## src/rtl/prod_accum.sv

```systemverilog
`default_nettype none
//------------------------------------------------------------------------------
// Module   : prod_accum
// Purpose  : Signed accumulator placed after the registered 8x8 signed
//            multiplier. It sums each group of N_TERMS products into one wide
//            result and presents that result on a valid/ready handshake,
//            together with a sticky overflow flag for the group.
// Ports    : clk        - rising-edge clock
//            reset_n    - asynchronous active-low reset
//            clr        - synchronous clear of the partial sum (not the result)
//            in_valid   - in_prod carries a product this cycle
//            in_prod    - signed product, PROD_W bits
//            in_ready   - stage accepts a product (state decode only)
//            out_valid  - out_sum / out_ovf hold a finished group
//            out_ready  - downstream takes the result
//            out_sum    - signed group sum, ACC_W bits
//            out_ovf    - at least one add in the group overflowed
// Config   : SATURATE_EN defined   -> each overflowing add clamps to the
//                                     signed ACC_W limit
//            SATURATE_EN undefined -> two's-complement wrap
// Revision : 1.0 - initial release
//------------------------------------------------------------------------------
module prod_accum #(
    parameter int PROD_W  = 16,
    parameter int ACC_W   = 24,
    parameter int N_TERMS = 8
) (
    input  logic              clk,
    input  logic              reset_n,
    input  logic              clr,
    input  logic              in_valid,
    input  logic [PROD_W-1:0] in_prod,
    output logic              in_ready,
    output logic              out_valid,
    input  logic              out_ready,
    output logic [ACC_W-1:0]  out_sum,
    output logic              out_ovf
);

    localparam int               CNT_W  = $clog2(N_TERMS + 1);
    localparam logic [CNT_W-1:0] C_LAST = CNT_W'(N_TERMS - 1);

    typedef enum logic [0:0] {
        ST_ACCUM = 1'b0,
        ST_HOLD  = 1'b1
    } state_t;

    state_t             r_state;
    state_t             w_state_next;
    logic [ACC_W-1:0]   r_acc;
    logic [CNT_W-1:0]   r_cnt;
    logic               r_ovf;

    logic [ACC_W-1:0]   w_prod_ext;
    logic [ACC_W-1:0]   w_raw;
    logic [ACC_W-1:0]   w_sum;
    logic               w_add_ovf;
    logic               w_accept;
    logic               w_last;

    assign in_ready = (r_state == ST_ACCUM);
    // clr wins over a concurrent product: that product is dropped.
    assign w_accept = in_valid && in_ready && !clr;
    assign w_last   = w_accept && (r_cnt == C_LAST);

    assign w_prod_ext = ACC_W'($signed(in_prod));
    assign w_raw      = r_acc + w_prod_ext;
    // Overflow: operands share a sign that the truncated result does not.
    assign w_add_ovf  = (r_acc[ACC_W-1] == w_prod_ext[ACC_W-1]) &&
                        (w_raw[ACC_W-1] != r_acc[ACC_W-1]);

`ifdef SATURATE_EN
    localparam logic [ACC_W-1:0] C_MAX = {1'b0, {(ACC_W-1){1'b1}}};
    localparam logic [ACC_W-1:0] C_MIN = {1'b1, {(ACC_W-1){1'b0}}};
    // On overflow the operand sign tells the direction of the clamp.
    assign w_sum = w_add_ovf ? (r_acc[ACC_W-1] ? C_MIN : C_MAX) : w_raw;
`else
    assign w_sum = w_raw;
`endif

    // State register
    always_ff @(posedge clk or negedge reset_n) begin
        if (!reset_n) begin
            r_state <= ST_ACCUM;
        end else begin
            r_state <= w_state_next;
        end
    end

    // Next-state logic; clr never changes state.
    always_comb begin
        w_state_next = r_state;
        case (r_state)
            ST_ACCUM: if (w_last)    w_state_next = ST_HOLD;
            ST_HOLD:  if (out_ready) w_state_next = ST_ACCUM;
            default:                 w_state_next = ST_ACCUM;
        endcase
    end

    // Partial-sum datapath
    always_ff @(posedge clk or negedge reset_n) begin
        if (!reset_n) begin
            r_acc <= '0;
            r_cnt <= '0;
            r_ovf <= 1'b0;
        end else if (clr || w_last) begin
            r_acc <= '0;
            r_cnt <= '0;
            r_ovf <= 1'b0;
        end else if (w_accept) begin
            r_acc <= w_sum;
            r_cnt <= r_cnt + CNT_W'(1);
            r_ovf <= r_ovf | w_add_ovf;
        end
    end

    // Result register; untouched by clr so a pending result survives it.
    always_ff @(posedge clk or negedge reset_n) begin
        if (!reset_n) begin
            out_valid <= 1'b0;
            out_sum   <= '0;
            out_ovf   <= 1'b0;
        end else if (w_last) begin
            out_valid <= 1'b1;
            out_sum   <= w_sum;
            out_ovf   <= r_ovf | w_add_ovf;
        end else if ((r_state == ST_HOLD) && out_ready) begin
            out_valid <= 1'b0;
        end
    end

endmodule
`default_nettype wire

```

## config.mk

```make
export PLATFORM = sky130hd
export DESIGN_NAME = prod_accum
export DESIGN_NICKNAME = d
export VERILOG_FILES = /design/src/rtl/prod_accum.sv
export SDC_FILE = /design/constraint.sdc
export NUM_CORES = 1
export LEC_CHECK = 0
export CAP_MARGIN = 20
export CORE_MARGIN = 8
export CORE_UTILIZATION = 40
export DETAILED_ROUTE_END_ITERATION = 8
export SLEW_MARGIN = 20
export SYNTH_ARGS = -nofsm -noshare
export SYNTH_HDL_FRONTEND = slang
export SYNTH_SLANG_ARGS = --single-unit
```

## constraint.sdc

```tcl
create_clock -name clk -period 3.25 [get_ports clk]
set_input_delay 0.65 -clock clk [delete_from_list [all_inputs] [get_ports clk]]
set_output_delay 0.65 -clock clk [all_outputs]
set_load 0.02 [all_outputs]
```

==> results of run 1 <==
[placed cells by master (no fill, tap or decap), drive strengths merged, types with 2 or more instances in the layout]
master and n:
nand2 57, dfrtp 56, clkdlybuf4s50 46, a21oi 29
ha 24, nor2 22, a22o 22, buf 18
o21ai 17, xnor2 14, nand3 10, mux2 10
o211ai 9, a21o 9, a211oi 6, xor2 5
clkbuf 5, nor3 4, inv 3, nor2b 3
or3 3, o21a 3, nand4 3, a21boi 3
o31ai 3, a31oi 3, nand2b 2, a211o 2
and2 2, o21bai 2, or2 2
[metrics by stage]
stage,area (um2),util [%],hold WS (ps),std cells,total power [mW]
2_1_floorplan,3380,-,354,354,1.27
3_3_place_gp,4060,49.4,459,509,1.44
3_5_place_dp,4060,49.4,461,509,1.44
4_1_cts,4170,50.8,491,517,1.91
5_1_grt,4170,50.8,512,517,2.02
6_report,4170,50.8,473,517,1.89
[kinds of logic after synthesis]
| group | count (synthesis) | synth area share, % |
|---|---|---|
| flip-flops | 56 | 41.4 |
| AO/OA/AOI/OAI | 114 | 23.5 |
| XOR/XNOR | 19 | 4.92 |
| buffers and inverters | 17 | 2.03 |
| AND/OR/NAND/NOR | 112 | 15.0 |
| adder cells (fa/ha/maj) | 25 | 9.46 |
| multiplexers | 11 | 3.62 |
[report_power, final]
part           leakage (nW)  internal, mW  total (mW)  switching (mW)
combinational          1.14         0.288       0.646           0.358
clock                0.0541         0.229       0.462           0.234
sequential            0.764         0.749       0.785          0.0363
[layout make-up]
cell class / instances / area, um2
clock buffers: 5 / 68.8
clock inverters: 3 / 42.5
fillers: 791 / 4040
inverters: 3 / 11.3
multi-input cells: 281 / 1920
flip-flops and latches: 56 / 1400
well taps: 105 / 131
repair buffers: 64 / 593
[path summary, 6_finish.rpt]
| path | endpoint | from | slack [ps] | depth (start not counted) |
|---|---|---|---|---|
| min reg2reg | out_sum[21] | out_sum[21] | 480 | 2 |
| max | out_sum[10] | in_prod[0] | 340 | 10 |
| max in group asynchronous | out_sum[0] | reset_n | 2040 | 2 |
| min in group clk | out_sum[21] | out_sum[21] | 480 | 2 |
| max reg2reg | out_sum[10] | r_acc[0] | 700 | 9 |
| min | r_acc[11] | reset_n | 470 | 1 |
[metal layers]
layer	up-vias	share of wire, %	wire length [um]	track usage, %
li1	1412	-	-	-
met1	1348	47	3730	18.9
met2	45	47	3790	23.8
met3	4	5.3	423	3.21
met4	0	0.58	46	2.68
met5	-	0	0	0
[state kept, by name, indices dropped and copies added (netlist names)]
register / count
out_valid: 1
r_cnt: 4
out_sum: 24
r_acc: 24
out_ovf: 1
r_state: 1
r_ovf: 1
==> run summary, run 1 <==
The initial antenna violation count is 0. The number of failing setup endpoints in the final timing report is 0. The worst hold path belongs to the class input pin to asynchronous set/reset pin. The total clock buffers created by CTS is 5.

The clock sink count is between 50 and 60. The reported leakage power is 1.96 nW. Among all stages on the critical path, the largest delay is contributed by fa_1. On the worst path, the slowest cell contributes a delay of 430 ps. The setup slack at placement is -14.7 ps. The clock latency of the later-clocked register in the worst-skew pair is 300 ps. The area added between synthesis and finish is 23.3%. The synthesized design spends more area on one cell type than any other, namely dfrtp_1. After detailed routing, the average wire length per cell comes to 15.5 um. The total half-perimeter wirelength after legalization and detailed placement came out at 5.98 mm. At the worst endpoint, the required time is ~3500 ps. Adding up every negative setup slack in the final design gives 0 ps. The number of synthesized flops with an enable pin came out at 0.

The time the final worst path needs with I/O delays and setup came out at 2910 ps. The number of violations reported at the end of detailed-routing iteration 0 came out at 70. The number of global-route vias before repair is 2840.

The post-detailed-route via-to-cell ratio is roughly 5.4. In this run the clock root is driven by a clkbuf_8. The cell area that synthesis handed to floorplanning was 3380 um2.

The first-pass detailed-route iteration total came out at 4. The count of unresolved DRC violations after routing came out at 0. For this block, the routed nets add up to 7.99 mm of wire. The number of rows in the core area came out at 33. The part of the Yosys area used for sequential elements came out at about two fifths. The global-route wire length before repair is 13.8 mm.

The post-synthesis cell type count came out at 50. Based on the critical path, the design can be clocked at up to ~0.34 GHz. Of all nets on the critical path, the largest fanout is 3. The total number of nets in the final design is 457. The worst setup path is captured at a register. The async set-reset flop share out of synthesis came out at 100%. The number of inserted diodes came out at 0. The I/O pin count is between 40 and 50.

A synthesized cell averages approximately 9.6 um2. The setup path with the least slack is of type input pin to register. The share of the synthesized area in the top cell type came out at 41.4%.

The run finished with clean final reports. Counting both buffers and inverters, the worst setup path holds a total of 1. VDD sags by at most around 0.22 mV. The depth of the CTS H-tree came out at 2. Detailed routing inserted a total of 2809 vias. The net count of the mapped netlist came out at 400. The post-cts repair resize count is 0.

By instance count, the leading cell after synthesis is nand2_1. The setup slack after layout is 335 ps. The power density over the cells came out at 454 nW/um2. Among all flip-flop cells after synthesis, the most frequent one is dfrtp_1.

The die extent in x is roughly 110 um. The total of warnings raised by yosys came out at 0. The core region is between 8000 and 9000 um2. Global routing consumed, over all layers together, about 14% of the routing resources. The transition time of the tightest slew-check pin is 923 ps. The critical path goes through clkdlybuf4s50_1 -> ha_1 -> fa_1 -> a211oi_1 -> o21ai_1 -> a21o_2 -> a21oi_1 -> o21ai_0 -> xor2_1 -> mux2_2. The die extent in y is 108 um. The hold violation count in the final report is 0. The die area is 11700 um2. TritonCTS built the clock tree. The maximum clock insertion buffer count came out at 2. Synthesis produced a netlist whose cell count is between 300 and 400.

The data arrival time of the worst path is 3120 ps. The number of input and output port buffers inserted came out at 47. The worst path uses about nine tenths of the clock period. After clock tree synthesis, the clock-pin slew on the worst setup and hold paths is 100 ps.

The fraction of final layout cells sized beyond drive strength 1 is a little over a tenth. At the end of routability-driven placement, the weighted congestion stood at 0.854. The register bit total from synthesis is 56. Entering global routing, the biggest net connects 40 pins.

By count the netlist is led by nand2_1, dfrtp_1, a21oi_1. The remaining antenna violation count after routing is 0. The count of hold buffers inserted by post-cts repair came out at 0. The sum of overflow across all layers after global routing came out at 0. The worst setup path is launched from an input pin. The final-report max-slew violation count came out at 0.

After synthesis, the cell types taking the most area are dfrtp_1, ha_1, nand2_1, a22o_1, a21oi_1. The max-capacitance violation count came out at 0. On the final layout, the worst clock skew is 6.04 ps. Post-CTS timing repair inserted 0 buffers for setup. The initial utilization of the core area, before any placement, comes to around two fifths.

Among cell families on the critical path, the largest total delay comes from compound AO/OA/AOI/OAI gates. Setup repair after global routing left no endpoint under its margin. The relative slew slack came out at 38.5%.
(Power assumes the default switching activity.)
==> run 2: changes to the inputs <==
--- a/config.mk
+++ b/config.mk
@@ -13,3 +13,4 @@
 export SYNTH_ARGS = -nofsm -noshare
 export SYNTH_HDL_FRONTEND = slang
 export SYNTH_SLANG_ARGS = --single-unit
+export TNS_END_PERCENT = 10
==> results of run 2 <==
The final DEF is identical to that of run 1; final timing and power are the same.
==> run 3: changes to the inputs <==
--- a/config.mk
+++ b/config.mk
@@ -9,7 +9,7 @@
 export CORE_MARGIN = 8
 export CORE_UTILIZATION = 40
 export DETAILED_ROUTE_END_ITERATION = 8
-export SLEW_MARGIN = 20
+export SLEW_MARGIN = 0
 export SYNTH_ARGS = -nofsm -noshare
 export SYNTH_HDL_FRONTEND = slang
 export SYNTH_SLANG_ARGS = --single-unit
==> results of run 3 <==
The final DEF is identical to that of run 1; final timing and power are the same.
==> edit, RTL diff (flow settings as in run 1) <==
One comparison of `r_cnt` changes from == to >=.
--- a/src/rtl/prod_accum.sv
+++ b/src/rtl/prod_accum.sv
@@ -63,3 +63,3 @@
     assign w_accept = in_valid && in_ready && !clr;
-    assign w_last   = w_accept && (r_cnt == C_LAST);
+    assign w_last   = w_accept && (r_cnt >= C_LAST);
 
Function: same outputs for any inputs over 4 cycles, from zero or initial values and one cycle with reset_n low; that may be too few to reach the edited logic, so the function may still have changed.
==> edit against run 1 <==
- design area rose by 0.51%
- sequential cell count did not move
- final cell count rose by 0.77%
- critical path type unchanged
- via count fell by 0.21%
- count of clock-buffer cells in the layout did not move
- area after synthesis fell by 2.4%
- highest routed layer unchanged
- clock skew rose by 0.00061 ns
- setup slack got worse by 0.099 ns
- routed wire length rose by 2.5%
- critical endpoint is now r_acc[20]
- total power rose by 6.5%
==> edit: results (changes against run 1) <==
* Result of the run: finished, final reports clean
* Number of distinct library cell variants in the gate-level netlist after synthesis at 53 (+6.0%)
* Classification of the worst-slack hold path: input port to asynchronous set/reset pin
* Pin count of the biggest net entering global routing at 57 (+43%)
* CTS clk-pin slew, worst paths at 0.11 ns
* R2R Path End: r_acc[20]
* Drt pass-1 iters at 4 (unchanged)
* Final estimated routing congestion in global placement at 0.823 (-3.7%)
* Top cells by area in the synthesized netlist: dfrtp_1, ha_1, nand2_1
* Met3 usage at 3.60% (+0.39 points)
* Post-CTS Setup Inserts at 0 (unchanged)
* Total vias in the final route at 2803 (-0.21%)
* Routed wire length at 8.19 mm (+2.5%)
* Cells on worst reg2reg path at 9 (unchanged)
* Leak Pwr at 2.04 nW (+4.0%)
* Start point of the critical path: in_prod[0]
* Largest registers in the final layout: out_sum x24, r_acc x24, r_cnt x4
* Number of fillers in the final layout at 788 (-0.38%)
* Yosys Warn Count at 0 (unchanged)
* Switching Power at 678 uW (+8.1%)
* HPWL Detailed at 5.96 mm (-0.19%)
* Cell chosen for the clock root: clkbuf_8
* Worst Clk Skew at 0.00665 ns (+0.000612 ns)
* Post_cts resized at 0 (unchanged)
* Setup slack, reg-to-reg at 0.57 ns (-0.13 ns)
* Antenna fix cells at 0 (unchanged)
* Relative max-transition margin at 52.9% (+14 points)
* Number of nets at the end of the flow at 461 (+0.88%)
* H-tree depth reported by CTS at 2 (unchanged)
* Met2 track demand over resource at 24.7% (+0.98 points)
* WHS at 0.461 ns (-0.0122 ns)
* Primary flip-flop cell chosen by synthesis mapping: dfrtp_1
* Leading cell types by count after synthesis: dfrtp_1, nand2_1, ha_1, o21ai_0
* Total routing resource utilization after global routing at 15.0% (+0.61 points)
* Worst-skew pair later-pin latency at 0.32 ns (+0.02 ns)
* Port Buffers at 47 (unchanged)
* DRT iter0 DRCs at 87 (+24%)
* Total nets after synthesis at 388 (-3.0%)
* CTS buffer count at 5 (unchanged)
* Fraction of final layout cells sized beyond drive strength 1 at 13.0% (+2.1 points)
* Setup WS pre-CTS at -0.0920 ns (-0.0773 ns)
* Max VDD drop at 0.000243 V (+9.2%)
* Fraction of synthesis flops using an asynchronous set or reset pin at 100% (unchanged)
* Global-route track usage on met1 at 19.5% (+0.59 points)
* Critical path arrival at 3.24 ns (+0.12 ns)
* CP max FO at 3 (unchanged)
* Largest buffer count on any clock path at 2 (unchanged)
* Sequential-to-total area share from yosys stat at 42.4% (+1.0 points)
* Max_cap viols at 0 (unchanged)
* First-pass GRT wire length at 13.9 mm (+0.80%)
* Number of antenna violations at the first check in global routing at 0 (unchanged)
* FF-to-FF Start: r_acc[0]
-- edit: cell type report --
class	instances	share of cell area, %
timing repair buffer	76	16.3
multi-input combinational	270	44.0
clock buffer	5	1.64
inverter	6	0.537
tap	105	3.13
sequential	56	33.4
clock inverter	3	1.01
-- edit: how the worst max path moves through the flow --
stage | end | slack, ns | cells after the start
6_report | r_acc[20] | 0.24 | 10
5_1_grt | r_acc[20] | 0.11 | 10
4_1_cts | r_acc[20] | 0.22 | 10
3_5_place_dp | r_acc[20] | -0.09 | 10
3_3_place_gp | r_acc[20] | -0.07 | 10
2_1_floorplan | r_acc[20] | 0.48 | 9
-- edit: per-stage QoR --
stage / instance area, um2 / setup TNS, ns / instances / power (mW)
final: 4190 / 0 / 521 / 2.02
after CTS: 4190 / 0 / 521 / 2.03
after global routing: 4190 / 0 / 521 / 2.14
after floorplan: 3300 / 0 / 342 / 1.30
after global placement: 4080 / -0.369 / 513 / 1.54
after detailed placement: 4080 / -0.505 / 513 / 1.55
-- edit: kinds of logic after synthesis --
kind of cell	synth area share, %
AO/OA/AOI/OAI	23.8
XOR/XNOR	4.24
adder cells (fa/ha/maj)	9.70
buffers and inverters	1.86
flip-flops	42.4
multiplexers	2.99
AND/OR/NAND/NOR	15.0
-- edit: power groups by stage --
stage | combinational, mW | sequential (mW) | clock, mW
after global routing | 0.825 | 0.805 | 0.513
after CTS | 0.743 | 0.798 | 0.490
final | 0.740 | 0.799 | 0.479
after floorplan | 0.493 | 0.807 | 0
after global placement | 0.732 | 0.809 | 0
after detailed placement | 0.737 | 0.811 | 0
-- edit: critical path, cell delays in order --
cell and delay [ns]:
clkdlybuf4s50_1 0.40, ha_1 0.23, fa_1 0.40, a211oi_1 0.30
o21ai_0 0.19, or4b_1 0.21, a21o_1 0.17, a21oi_1 0.09
or3_1 0.35, a32o_1 0.27
-- edit: metal layers --
layer | share of wire, % | up-vias
met2 | 47 | 45
li1 | - | 1402
met5 | 0 | -
met4 | 1.1 | 0
met1 | 48 | 1346
met3 | 3.9 | 10
